`src/rtl/ccff_chain_loader_if.sv`:
```
// Handshake and chain bundle between a configuration controller and the chain loader.
// master: controller/chain side (drives start, s_data/s_valid, rb_ready, ccff_tail).
// slave:  loader side (drives busy, done, s_ready, ccff_head, prog_en, rb_data/rb_valid).
interface ccff_chain_loader_if #(
    parameter int WORD_W = 8
);
    logic              start;
    logic              busy;
    logic              done;
    logic [WORD_W-1:0] s_data;
    logic              s_valid;
    logic              s_ready;
    logic              ccff_head;
    logic              prog_en;
    logic              ccff_tail;
    logic [WORD_W-1:0] rb_data;
    logic              rb_valid;
    logic              rb_ready;

    modport master (
        output start, s_data, s_valid, ccff_tail, rb_ready,
        input  busy, done, s_ready, ccff_head, prog_en, rb_data, rb_valid
    );

    modport slave (
        input  start, s_data, s_valid, ccff_tail, rb_ready,
        output busy, done, s_ready, ccff_head, prog_en, rb_data, rb_valid
    );
endinterface

```
`src/rtl/ccff_chain_loader.sv`:
```
// Serializes bitstream words MSB-first onto a CHAIN_LEN-deep config chain, returning old contents as readback words.
// Latency: per word 1 fetch cycle + min(WORD_W, remaining) shift cycles; done pulses in the cycle after the last shift at the earliest.
// Backpressure: s_ready only in FETCH; shifting stalls (prog_en=0, all state held) while a readback word is pending and not accepted.
//
// Ports: prog_clk/prog_reset (async, active-high) plain; everything else via bus (slave modport):
//   start/busy/done control, s_data/s_valid/s_ready input words, ccff_head/prog_en/ccff_tail chain,
//   rb_data/rb_valid/rb_ready readback words.
module ccff_chain_loader #(
    parameter int CHAIN_LEN = 5,
    parameter int WORD_W    = 8,
    parameter int CNT_W     = $clog2(CHAIN_LEN + 1)
) (
    input  logic               prog_clk,
    input  logic               prog_reset,
    ccff_chain_loader_if.slave bus
);
    localparam int BCW = $clog2(WORD_W + 1);

    localparam logic [CNT_W-1:0] SHIFT_LAST = CNT_W'(CHAIN_LEN - 1);
    localparam logic [CNT_W-1:0] SHIFT_ONE  = CNT_W'(1);
    localparam logic [BCW-1:0]   WORD_LAST  = BCW'(WORD_W - 1);
    localparam logic [BCW-1:0]   WORD_FULL  = BCW'(WORD_W);
    localparam logic [BCW-1:0]   BIT_ONE    = BCW'(1);

    typedef enum logic [1:0] {
        ST_IDLE,
        ST_FETCH,
        ST_SHIFT,
        ST_FINISH
    } state_t;

    state_t            state_q,     state_d;
    logic [CNT_W-1:0]  shift_cnt_q, shift_cnt_d;  // shifts done in this load
    logic [BCW-1:0]    bit_cnt_q,   bit_cnt_d;    // bits left in the current input word
    logic [BCW-1:0]    cap_cnt_q,   cap_cnt_d;    // bits collected in the capture register
    logic [WORD_W-1:0] tx_sr_q,     tx_sr_d;
    logic [WORD_W-1:0] cap_sr_q,    cap_sr_d;
    logic [WORD_W-1:0] rb_data_q,   rb_data_d;
    logic              rb_valid_q,  rb_valid_d;

    logic              rb_free;
    logic [WORD_W-1:0] cap_sr_shf;
    logic [BCW-1:0]    cap_cnt_inc;

    always_ff @(posedge prog_clk or posedge prog_reset) begin
        if (prog_reset) begin
            state_q     <= ST_IDLE;
            shift_cnt_q <= '0;
            bit_cnt_q   <= '0;
            cap_cnt_q   <= '0;
            tx_sr_q     <= '0;
            cap_sr_q    <= '0;
            rb_data_q   <= '0;
            rb_valid_q  <= 1'b0;
        end else begin
            state_q     <= state_d;
            shift_cnt_q <= shift_cnt_d;
            bit_cnt_q   <= bit_cnt_d;
            cap_cnt_q   <= cap_cnt_d;
            tx_sr_q     <= tx_sr_d;
            cap_sr_q    <= cap_sr_d;
            rb_data_q   <= rb_data_d;
            rb_valid_q  <= rb_valid_d;
        end
    end

    always_comb begin
        state_d     = state_q;
        shift_cnt_d = shift_cnt_q;
        bit_cnt_d   = bit_cnt_q;
        cap_cnt_d   = cap_cnt_q;
        tx_sr_d     = tx_sr_q;
        cap_sr_d    = cap_sr_q;
        rb_data_d   = rb_data_q;
        rb_valid_d  = rb_valid_q;
        bus.s_ready = 1'b0;
        bus.prog_en = 1'b0;
        bus.done    = 1'b0;

        // The readback slot is usable this cycle if empty or being drained now;
        // this gates both shifting and the final done handshake.
        rb_free     = !rb_valid_q || bus.rb_ready;
        cap_sr_shf  = {cap_sr_q[WORD_W-2:0], bus.ccff_tail};
        cap_cnt_inc = cap_cnt_q + BIT_ONE;

        if (rb_valid_q && bus.rb_ready) begin
            rb_valid_d = 1'b0;
        end

        case (state_q)
            ST_IDLE: begin
                if (bus.start) begin
                    state_d     = ST_FETCH;
                    shift_cnt_d = '0;
                    cap_cnt_d   = '0;
                    cap_sr_d    = '0;
                end
            end

            ST_FETCH: begin
                bus.s_ready = 1'b1;
                if (bus.s_valid) begin
                    tx_sr_d   = bus.s_data;
                    bit_cnt_d = WORD_FULL;
                    state_d   = ST_SHIFT;
                end
            end

            ST_SHIFT: begin
                if (rb_free) begin
                    bus.prog_en = 1'b1;
                    tx_sr_d     = {tx_sr_q[WORD_W-2:0], 1'b0};
                    cap_sr_d    = cap_sr_shf;
                    cap_cnt_d   = cap_cnt_inc;
                    shift_cnt_d = shift_cnt_q + SHIFT_ONE;
                    bit_cnt_d   = bit_cnt_q - BIT_ONE;

                    // Word complete (full or end of chain): publish it straight from
                    // the freshly shifted capture value. rb_free guarantees the slot
                    // is empty or drained this same cycle, so nothing is overwritten.
                    // A short last word is left-justified (first bit out in the MSB).
                    if (cap_cnt_q == WORD_LAST || shift_cnt_q == SHIFT_LAST) begin
                        rb_data_d  = cap_sr_shf << (WORD_FULL - cap_cnt_inc);
                        rb_valid_d = 1'b1;
                        cap_cnt_d  = '0;
                        cap_sr_d   = '0;
                    end

                    // End of chain wins over end of word: leftover input bits are dropped.
                    if (shift_cnt_q == SHIFT_LAST) begin
                        state_d = ST_FINISH;
                    end else if (bit_cnt_q == BIT_ONE) begin
                        state_d = ST_FETCH;
                    end
                end
            end

            ST_FINISH: begin
                if (rb_free) begin
                    bus.done = 1'b1;
                    state_d  = ST_IDLE;
                end
            end

            default: state_d = ST_IDLE;
        endcase
    end

    assign bus.busy      = (state_q != ST_IDLE);
    assign bus.ccff_head = tx_sr_q[WORD_W-1];
    assign bus.rb_data   = rb_data_q;
    assign bus.rb_valid  = rb_valid_q;

endmodule

```
`src/flat_wrapper.sv`:
```
// flat-port wrapper written by rule: the top's interface ports become plain ports
module ccff_chain_loader_flat 
#(
    parameter int CHAIN_LEN = 5,
    parameter int WORD_W    = 8,
    parameter int CNT_W     = $clog2(CHAIN_LEN + 1)
)
  (prog_clk, prog_reset, bus_start, bus_s_data, bus_s_valid, bus_ccff_tail, bus_rb_ready, bus_busy, bus_done, bus_s_ready, bus_ccff_head, bus_prog_en, bus_rb_data, bus_rb_valid);
  ccff_chain_loader_if #(.WORD_W(WORD_W)) bus_i ();
  input  logic prog_clk;
  input  logic prog_reset;
  input wire logic [$bits(bus_i.start)-1:0] bus_start;
  input wire logic [$bits(bus_i.s_data)-1:0] bus_s_data;
  input wire logic [$bits(bus_i.s_valid)-1:0] bus_s_valid;
  input wire logic [$bits(bus_i.ccff_tail)-1:0] bus_ccff_tail;
  input wire logic [$bits(bus_i.rb_ready)-1:0] bus_rb_ready;
  output wire logic [$bits(bus_i.busy)-1:0] bus_busy;
  output wire logic [$bits(bus_i.done)-1:0] bus_done;
  output wire logic [$bits(bus_i.s_ready)-1:0] bus_s_ready;
  output wire logic [$bits(bus_i.ccff_head)-1:0] bus_ccff_head;
  output wire logic [$bits(bus_i.prog_en)-1:0] bus_prog_en;
  output wire logic [$bits(bus_i.rb_data)-1:0] bus_rb_data;
  output wire logic [$bits(bus_i.rb_valid)-1:0] bus_rb_valid;
  assign bus_i.start = bus_start;
  assign bus_i.s_data = bus_s_data;
  assign bus_i.s_valid = bus_s_valid;
  assign bus_i.ccff_tail = bus_ccff_tail;
  assign bus_i.rb_ready = bus_rb_ready;
  assign bus_busy = bus_i.busy;
  assign bus_done = bus_i.done;
  assign bus_s_ready = bus_i.s_ready;
  assign bus_ccff_head = bus_i.ccff_head;
  assign bus_prog_en = bus_i.prog_en;
  assign bus_rb_data = bus_i.rb_data;
  assign bus_rb_valid = bus_i.rb_valid;
  ccff_chain_loader #(.CHAIN_LEN(CHAIN_LEN), .WORD_W(WORD_W), .CNT_W(CNT_W)) u_core (.prog_clk(prog_clk), .prog_reset(prog_reset), .bus(bus_i));
endmodule
```
`config.mk`:
```
export PLATFORM = sky130hd
export DESIGN_NAME = ccff_chain_loader_flat
export DESIGN_NICKNAME = d
export VERILOG_FILES = /design/src/rtl/ccff_chain_loader_if.sv /design/src/rtl/ccff_chain_loader.sv /design/src/flat_wrapper.sv
export SDC_FILE = /design/constraint.sdc
export NUM_CORES = 1
export LEC_CHECK = 0
export BUFFER_PORTS_ARGS = -buffer_cell sky130_fd_sc_hd__buf_4
export CAP_MARGIN = 20
export CORE_MARGIN = 3
export CORE_UTILIZATION = 60
export CTS_BUF_LIST = sky130_fd_sc_hd__clkbuf_8
export DETAILED_ROUTE_END_ITERATION = 7
export GPL_TIMING_DRIVEN = 0
export PLACE_DENSITY = 0.9
export SETUP_SLACK_MARGIN = 0.2
export SLEW_MARGIN = 40
export SYNTH_ARGS = -nofsm -noshare
export SYNTH_HDL_FRONTEND = slang
export SYNTH_SLANG_ARGS = --single-unit
```
`constraint.sdc`:
```
create_clock -name prog_clk -period 5.02 [get_ports prog_clk]
set_input_delay 0.502 -clock prog_clk [delete_from_list [all_inputs] [get_ports prog_clk]]
set_output_delay 0.502 -clock prog_clk [all_outputs]
set_load 0.02 [all_outputs]
```
Word-level counts from Yosys, hierarchy flattened
Cells that the tools add are included.
- mux-type cells: 32
- shifts and indexed selects: 1
- add/sub/neg operators: 4
- equality and inequality tests: 11
- reduce and logical (&&, ||, !) cells: 12
- operators by type and width (kind ; number):
    two-way mux 7 bit ; 3
    two-way mux 4 bit ; 5
    two-way mux 8 bit ; 2
    case mux 4 bit (2 select lines) ; 2
    case mux 8 bit (2 select lines) ; 1
    case mux 7 bit (2 select lines) ; 1
    two-way mux 2 bit ; 6
    AND reduction 3 bit ; 3
    two-way mux 1 bit ; 8
    case mux 2 bit (4 select lines) ; 1
    << shifter 8 x 4 -> 8 bit ; 1
    two-way mux 3 bit ; 2
    case mux 3 bit (2 select lines) ; 1
    nonzero test 2 bit ; 3
    AND reduction 5 bit ; 1
    adder 4 x 1 -> 4 bit, second input constant ; 1
    equality test 2 bit, second input constant ; 2
    equality test 4 x 1 -> 1 bit, second input constant ; 1
    equality test 4 x 3 -> 1 bit, second input constant ; 1
    inequality test 2 x 1 -> 1 bit, second input constant ; 2
    inequality test 2 bit, second input constant ; 2
    subtractor 4 x 1 -> 4 bit, second input constant ; 1
    subtractor 4 bit, first input constant ; 1
    adder 3 x 1 -> 3 bit, second input constant ; 1
    7 further kinds ; 8
- logic and storage cells: 68
- bits of input ports: 14
- flip-flop bits (word level): 37
- output and inout bits: 14

Depth between registers and ports, before layout
Gate-level depths: netlist (run 1).
- word-level depth: 5
- depth in mapped cells: 9
- gate-level depth less buffers: 7

Least setup slack after synthesis (run 1)
OpenSTA, ideal clock, no wires.
- kind: register -> register
- from: reg u_core.cap_cnt_q[1]
- to: reg u_core.rb_data_q[5] (netlist: u_core.bus.rb_data[5])
- period minus slack after synthesis: 1764 ps
- arrival: 1633 ps
- stages on the path, launching flop included: 6
- setup time: 131 ps
- data required time: 4889 ps
- setup slack: 3256 ps
- buffers on the path: 1
- path through: dfrtp_1 -> ha_1 -> buf_4 -> mux4_2 -> mux2i_1 -> o31ai_1
- cells in the longest elaborated chain, start to end: 3
- elaborated cells between the ends (all ways): 6
- classes of those cells: add/sub: 2; eq/ne: 1; shift: 1; reduce/logical: 2
- ends and longest elaborated chain (item ; line ; source):
    start, declared ; ccff_chain_loader.sv:35 ; logic [BCW-1:0] cap_cnt_q, cap_cnt_d;
    start signal, assigned ; ccff_chain_loader.sv:59 ; cap_cnt_q <= cap_cnt_d;
    adder 4 x 1 -> 4 bit / equality test 4 x 3 -> 1 bit (equally long branches) ; ccff_chain_loader.sv:84, ccff_chain_loader.sv:122 ;
    subtractor 4 bit / logical OR 1 bit (equally long branches) ; ccff_chain_loader.sv:123, ccff_chain_loader.sv:122 ;
    << shifter 8 x 4 -> 8 bit / AND reduction 3 bit (equally long branches) ; - ;
    end signal, assigned ; ccff_chain_loader.sv:62 ; rb_data_q <= rb_data_d;
    end, declared ; ccff_chain_loader.sv:38 ; logic [WORD_W-1:0] rb_data_q, rb_data_d;
Parallel ways exist; a longest one is shown, timed or not.
A chain may end at the register's enable or synchronous reset.

Worst setup path in the final report (run 1)
- from: reg u_core.cap_cnt_q[1]
- to: reg u_core.rb_data_q[0] (netlist: u_core.bus.rb_data[0])
The elaborated chain is that of the path after synthesis.

==> results of run 1 <==
[metal layers]
metal	GRT usage	routed length (um)
met1	0.290	1910
met2	0.373	2080
met5	0	0
met4	0.0970	89
met3	0.0580	269
[per-stage QoR]
step / hold slack (ns) / area [um^2] / util
CTS: 0.377 / 2380 / 0.762
global placement: 0.465 / 2280 / 0.729
global route: 0.319 / 2380 / 0.762
floorplan: 0.466 / 2020 / -
finish: 0.269 / 2380 / 0.762
detailed placement: 0.469 / 2280 / 0.729
[area by class of cell]
class | instances | area (um^2)
plain buffers | 13 | 75.1
inverters | 8 | 32.5
multi-input cells | 153 | 991
flip-flops and latches | 37 | 926
clock inverters | 1 | 5.00
fillers | 204 | 744
clock buffers | 7 | 96.3
repair buffers | 27 | 203
well taps | 44 | 55.1
[critical path: cells and delay by family (launching register included)]
kind	cells	cell delay, ns
DFF	1	0.43
adders and majority gates	1	0.38
and+or+nand+nor	1	0.25
xor gates and xnor gates	1	0.34
AOI/OAI and AO/OA	3	0.46
[worst paths after layout]
kind	startpoint	to	slack (ns)	depth (start not counted)
worst max-delay path	u_core.cap_cnt_q[1]$_DFFE_PP0P_	u_core.bus.rb_data[0]$_DFFE_PP0P_	3.03	6
worst min-delay path	prog_reset	u_core.bus.rb_data[5]$_DFFE_PP0P_	0.27	2
worst max register to register	u_core.cap_cnt_q[1]$_DFFE_PP0P_	u_core.bus.rb_data[0]$_DFFE_PP0P_	3.03	6
worst min register to register	u_core.bus.rb_data[6]$_DFFE_PP0P_	u_core.bus.rb_data[6]$_DFFE_PP0P_	0.49	2
max in group asynchronous	prog_reset	u_core.cap_cnt_q[0]$_DFFE_PP0P_	4.36	2
min in group prog_clk	bus_start	u_core.shift_cnt_q[2]$_DFFE_PP0P_	0.39	2
[kinds of logic after synthesis]
| family | Yosys count |
|---|---|
| XOR/XNOR | 5 |
| multiplexers | 11 |
| AO/OA/AOI/OAI | 51 |
| flip-flops | 37 |
| adder cells (fa/ha/maj) | 5 |
| AND/OR/NAND/NOR | 81 |
| buffers and inverters | 21 |
[synth_stat cells, types with 2 or more instances]
library cell  count
a21o_1            2
a21oi_1           5
a22o_1           10
a31oi_1           9
and2_1            2
buf_2             6
buf_4             3
clkbuf_1          2
dfrtp_1          37
ha_1              5
inv_1             7
mux2_2            4
mux2i_1           3
mux4_2            4
nand2_1          41
nand3_1           3
nand3b_1          3
nor2_1           21
nor2b_1           2
o21ai_0          12
o21ai_1           2
o31ai_1           5
xor2_1            4
[power breakdown]
group | switching (W) | internal [W]
clock | 0.000104 | 0.000124
sequential | 0.0000660 | 0.000384
combinational | 0.000363 | 0.000268
[state kept, by name (all words and copies together) (netlist names)]
| signal | cells |
|---|---|
| u_core.bus.rb_data | 8 |
| u_core.tx_sr_q | 8 |
| u_core.cap_sr_q | 7 |
| u_core.bit_cnt_q | 4 |
| u_core.cap_cnt_q | 4 |
| u_core.shift_cnt_q | 3 |
| u_core.state_q | 2 |
| u_core.bus.rb_valid | 1 |
==> summary.txt, run 1 <==
Outcome
  – Outcome: completed

Routing
  – Drc violations: 0
  – Total number of vias: about 1700
  – Total wire length: 4350 um
  – Antenna-violating nets left: 0
  – Routed wire length per instance: about 15 um
  – DR pass1 iterations: 4
  – Via density: 5.79
  – Number of DRC markers in iteration 0: approximately 130

Final layout
  – # diodes: 0
  – Layout cell share with drive strength beyond 1: 0.240
  – Layout Nets: between 200 and 300
  – Final std cells w/o fill: between 200 and 300
  – Most common cell after layout, fill and taps aside: nand2_1
  – Commonest cells after routing, fill and taps aside: 41 x nand2_1, 37 x dfrtp_1, 30 x buf_4
  – Area Growth Syn to Fin: 17.8%

GRT
  – First-pass GRT wire length: 7410 um
  – Grt ovf: 0
  – Largest net degree at the start of global routing: 38
  – Number of global-route vias before repair: about 1700
  – Global-route usage over all layers: 0.229
  – Initial antenna violation count: 0

Worst setup path
  – CP peak stage delay: 0.43 ns
  – Largest fanout on the critical path: 8
  – CP endpoint kind: register
  – Worst setup path class: reg -> reg
  – CP cell instances: ha_1 > nor3_1 > a31oi_1 > a21boi_1 > xor2_2 > o21ai_0
  – Nature of the critical path startpoint: register
  – CP arrival: around 2.2 ns
  – Critical path's slowest cell: dfrtp_1
  – WP data required: 5.18 ns

Logic synthesis
  – Compound-Gate Fraction of Synth Area: 0.169
  – Synth Area in Adders: 0.0309
  – Post-synth EDFFs: 0
  – Largest family of logic cells by synthesized area: simple AND/OR/NAND/NOR gates
  – Ys flop type: dfrtp_1
  – Async S/R FF share, synth: 1.00
  – Synth Area in Simple Gates: 0.183
  – Average size of a mapped cell: 9.59 um^2
  – Number of synthesis warnings: 0
  – Top post-synthesis cells by area: dfrtp_1 46%, nand2_1 7.6%, mux4_2 4.5%
  – Post-Syn Area: between 2000 and 2500 um^2
  – Mapped Cells: approximately 210
  – Register area share after synthesis: 0.458
  – Flops & latches, synth: 37
  – Xor/xnor share of the synthesized area: 0.0254
  – Unique masters post-synth: 42
  – Cell taking the most area after synthesis: dfrtp_1
  – Mux contribution to synthesized area: 0.0816
  – Top-area cell type share of the netlist area: 0.458
  – Syn Nets: 230

Power and ir drop
  – Pwr Density: 549 nW/um^2
  – Max VDD drop: approximately 0.26 mV
  – Leak: approximately 1.1 nW
  – Overall Power: roughly 0.0013 W

Clocking
  – Sinks on Clock Net: 37
  – Post-CTS Hold Fix Bufs: 0
  – Cts bufs inserted: 5
  – Root buf cell: clkbuf_8
  – Clk Latency, worst-skew pair: ~0.29 ns
  – CTS tree: yes
  – CTS max path bufs: 2
  – H-tree levels: 2
  – Clock transition at path regs: roughly 0.07 ns
  – Post-CTS setup buffer count: 0
  – CTS resizes: 0

Placed design
  – PortBufs: 27
  – Placed cells: 282
  – Dpl ws: 3.06 ns
  – Post-DP HPWL: 3120 um
  – GP Congestion: approximately 0.85

STA
  – Fin. Hold Viols: 0
  – Worst Tran Pin Value: about 0.62 ns
  – Setup ws final: about 3.0 ns
  – Clk_skew: 0.00549 ns
  – Endpoints failing setup: 0
  – Fmax: 503 MHz
  – Final setup TNS: 0 ns
  – Pins Over Slew Limit: 0
  – Tmin final: ~2.0 ns
  – Rel. slew slack: 0.586
  – Period utilization: 0.396
  – RSZ-0062 raised after global routing: false

Floorplan
  – Site Rows: 20
  – Core Area: around 3100 um^2
  – Die X-Extent: between 60 and 70 um
  – IO Count: 28
  – Initial Util: 0.647
  – Full die area: between 4000 and 5000 um^2
  – Die boundary height: ~64 um

Job
  – Max-Cap Viols: 0

Hold path
  – Min-Delay Path Class: in -> async
Power figures use the tool's default switching activity.
==> run 2: changes to the inputs <==
CORE_UTILIZATION = 53   (was 60)
PLACE_DENSITY = 0.84   (was 0.9)
clock period = 1.62 ns   (was 5.02 ns; I/O delays follow)
==> run 2 against run 1 <==
Effect of this change:
- the run now ends with negative setup slack left
- design area is 27% higher
- maximum frequency is 6.4% higher
- sequential cell count unchanged
- worst setup slack lost 3.3 ns
- register-to-register slack lost 3.3 ns
- via count up 25%
- hold slack got worse by 0.17 ns
- sequential power grew to 3.2 times the previous value
- non-clock buffer count increased by 32
- first-iteration DRC count rose by 39%
- critical endpoint is now u_core.bus.rb_data[4]$_DFFE_PP0P_
- largest power group unchanged
==> summary.txt, run 2 (synthesis results as in run 1) <==
Routing
  – Total number of vias: 2101 (was 1679)
  – Antenna-violating nets left: 0 (unchanged)
  – Number of DRC markers in iteration 0: 182 (was 131)
  – Via density: 6.50 (was 5.79)
  – Routed wire length per instance: 22.4 um (was 15.0 um)
  – Total wire length: 7250 um (was 4350 um)
  – Drc violations: 0 (unchanged)
  – DR pass1 iterations: 5 (was 4)

Floorplan
  – Full die area: 4590 um^2 (was 4100 um^2)
  – Die boundary height: 67.8 um (was 64.1 um)
  – Core Area: 3490 um^2 (was 3130 um^2)
  – Site Rows: 21 (was 20)
  – IO Count: 28 (unchanged)
  – Initial Util: 0.579 (was 0.647)
  – Die X-Extent: 67.8 um (was 64.1 um)

Clocking
  – Cts bufs inserted: 5 (unchanged)
  – Clock transition at path regs: 0.07 ns (about the same)
  – Sinks on Clock Net: 37 (unchanged)
  – CTS max path bufs: 2 (unchanged)
  – CTS tree: yes (unchanged)
  – Root buf cell: clkbuf_8 (unchanged)
  – Clk Latency, worst-skew pair: 0.30 ns (was 0.29 ns)
  – H-tree levels: 2 (unchanged)

GRT
  – Number of global-route vias before repair: 1626 (was 1682)
  – M1 GR Usage: 0.318 (was 0.290)
  – First-pass GRT wire length: 7700 um (was 7410 um)
  – M3 GR Usage: 0.0532 (was 0.0580)
  – Largest net degree at the start of global routing: 38 (unchanged)
  – Global-route usage over all layers: 0.229 (about the same)
  – Initial antenna violation count: 0 (unchanged)
  – Grt peak-use layer: met2 (unchanged)
  – Met2 usage: 0.358 (was 0.373)
  – Grt ovf: 0 (unchanged)

STA
  – Rel. slew slack: 0.565 (was 0.586)
  – RSZ-0062 raised after global routing: true (was false)
  – Setup ws final: -0.251 ns (was 3.03 ns)
  – Period utilization: 1.15 (was 0.396)
  – Fin. Hold Viols: 0 (unchanged)
  – Tmin final: 1.87 ns (was 1.99 ns)
  – Endpoints failing setup: 13 (was 0)
  – Fmax: 535 MHz (was 503 MHz)
  – Worst Tran Pin Value: 0.652 ns (was 0.620 ns)
  – Pins Over Slew Limit: 0 (unchanged)
  – Clk_skew: 0.0124 ns (was 0.00549 ns)

Power and ir drop
  – Max VDD drop: 1.03 mV (was 0.263 mV)
  – Leak: 1.37 nW (was 1.12 nW)
  – Pwr Density: 1920 nW/um^2 (was 549 nW/um^2)

Placed design
  – Post-DP HPWL: 2930 um (was 3120 um)
  – PortBufs: 27 (unchanged)
  – GP Congestion: 0.792 (was 0.855)
  – Dpl ws: -0.236 ns (was 3.06 ns)

Worst setup path
  – Family with the most delay on the worst path: compound AO/OA/AOI/OAI gates (unchanged)
  – WP data required: 1.81 ns (was 5.18 ns)
  – Worst R2R Start: u_core.cap_cnt_q[0]$_DFFE_PP0P_ (was u_core.cap_cnt_q[1]$_DFFE_PP0P_)
  – CP peak stage delay: 0.42 ns (was 0.43 ns)
  – CP endpoint kind: register (unchanged)
  – CP arrival: 2.06 ns (was 2.15 ns)
  – Nature of the critical path startpoint: register (unchanged)
  – Worst setup path class: reg -> reg (unchanged)
  – CP bufs+invs: 1 (was 0)
  – Critical path's slowest cell: dfrtp_1 (unchanged)
  – Largest fanout on the critical path: 6 (was 8)
  – Crit path from: u_core.cap_cnt_q[0]$_DFFE_PP0P_ (was u_core.cap_cnt_q[1]$_DFFE_PP0P_)
  – CP cell instances: ha_4 > nor3_2 > a31oi_1 > a21boi_2 > xor2_2 > buf_4 > o31ai_2 (was ha_1 > nor3_1 > a31oi_1 > a21boi_1 > xor2_2 > o21ai_0)

Final layout
  – Most common cell after layout, fill and taps aside: buf_4 (was nand2_1)
  – # diodes: 0 (unchanged)
  – Fill count: 123 (was 204)
  – Layout Nets: 296 (was 264)
  – Area Growth Syn to Fin: 49.3% (was 17.8%)
  – Commonest cells after routing, fill and taps aside: 42 x buf_4, 37 x dfrtp_1, 35 x nand2_1 (was 41 x nand2_1, 37 x dfrtp_1, 30 x buf_4)
  – Layout cell share with drive strength beyond 1: 0.458 (was 0.240)
  – Util after Layout: 0.864 (was 0.762)

Outcome
  – Outcome: finished, violations left (was completed)
  – Failing checks: negative setup slack

Hold path
  – Hold path start: bus_start
  – Min-Delay Path Class: in -> reg (was in -> async)

Job
  – Max-Cap Viols: 0 (unchanged)
==> run 2: changes by cell type in the layout (fill, tap and decap cells not counted), moves of 5 or more <==
cell / delta
nor2_1: -8
o21ai_0: -6
a31oi_1: -5
nor2_4: +6
buf_6: +22
a31oi_4: +5
buf_2: -5
buf_4: +12
o21ai_2: +5
nand2_1: -6
==> run 2: worst paths after layout <==
path | slack [ns] | to | cells past startpoint
min in group asynchronous | 0.51 | u_core.tx_sr_q[7]$_DFFE_PP0P_ | 3
min reg2reg | 0.49 | u_core.bus.rb_data[5]$_DFFE_PP0P_ | 2
max in group asynchronous | 0.70 | u_core.bit_cnt_q[3]$_DFFE_PP0P_ | 3
max reg2reg | -0.25 | u_core.bus.rb_data[4]$_DFFE_PP0P_ | 7
min | 0.10 | u_core.shift_cnt_q[2]$_DFFE_PP0P_ | 2
max | -0.25 | u_core.bus.rb_data[4]$_DFFE_PP0P_ | 7
==> run 2: per-layer routing <==
layer	part of all wire	up-vias
met1	0.39	1022
met5	0	-
met3	0.095	42
li1	-	869
met2	0.47	168
met4	0.047	0
==> run 2: layout make-up <==
type / count / area, um^2 / share of cell area
Buffer: 13 / 121 / 0.0402
Inverter: 8 / 43.8 / 0.0145
Tap cell: 46 / 57.6 / 0.0191
Multi-Input combinational cell: 153 / 1250 / 0.414
Timing Repair Buffer: 59 / 534 / 0.177
Sequential cell: 37 / 926 / 0.307
Clock buffer: 6 / 82.6 / 0.0273
Clock inverter: 1 / 3.75 / 0.00124
==> run 2: what timing repair did <==
item | in CTS | in global routing
setup endpoints to repair | 33 | 35
resized for setup | 25 | 69
hold buffers | 0 | 1
setup buffers | 11 | 18
gates cloned | 1 | 1
pin swaps | 7 | 24
endpoints found under the hold margin | 0 | 19
==> run 2: worst register-to-register path, delay by kind of cell, from the launching register on <==
kind / cells / cell delay [ns]
adders and majority gates: 1 / 0.33
xor gates and xnor gates: 1 / 0.21
buffers and inverters: 1 / 0.17
and+or+nand+nor: 1 / 0.06
DFF: 1 / 0.42
AOI/OAI and AO/OA: 3 / 0.57
==> run 2: report_power, final <==
group          switching (W)  total (W)  internal (W)
Clock               0.000332   0.000664      0.000331
Combinational        0.00186    0.00367       0.00181
Sequential          0.000258    0.00145       0.00119
==> run 2: stage by stage <==
| step | instance area (um^2) | hold slack, ns | setup TNS [ns] | power [W] | instances |
|---|---|---|---|---|---|
| global placement | 2310 | 0.359 | -1.08 | 0.00332 | 284 |
| finish | 3020 | 0.104 | -1.44 | 0.00579 | 323 |
| CTS | 2560 | 0.0436 | -0.723 | 0.00439 | 303 |
| floorplan | 2050 | 0.249 | -0.106 | 0.00290 | 211 |
| detailed placement | 2310 | 0.357 | -1.27 | 0.00339 | 284 |
| global route | 3020 | 0.104 | -2.02 | 0.00603 | 323 |
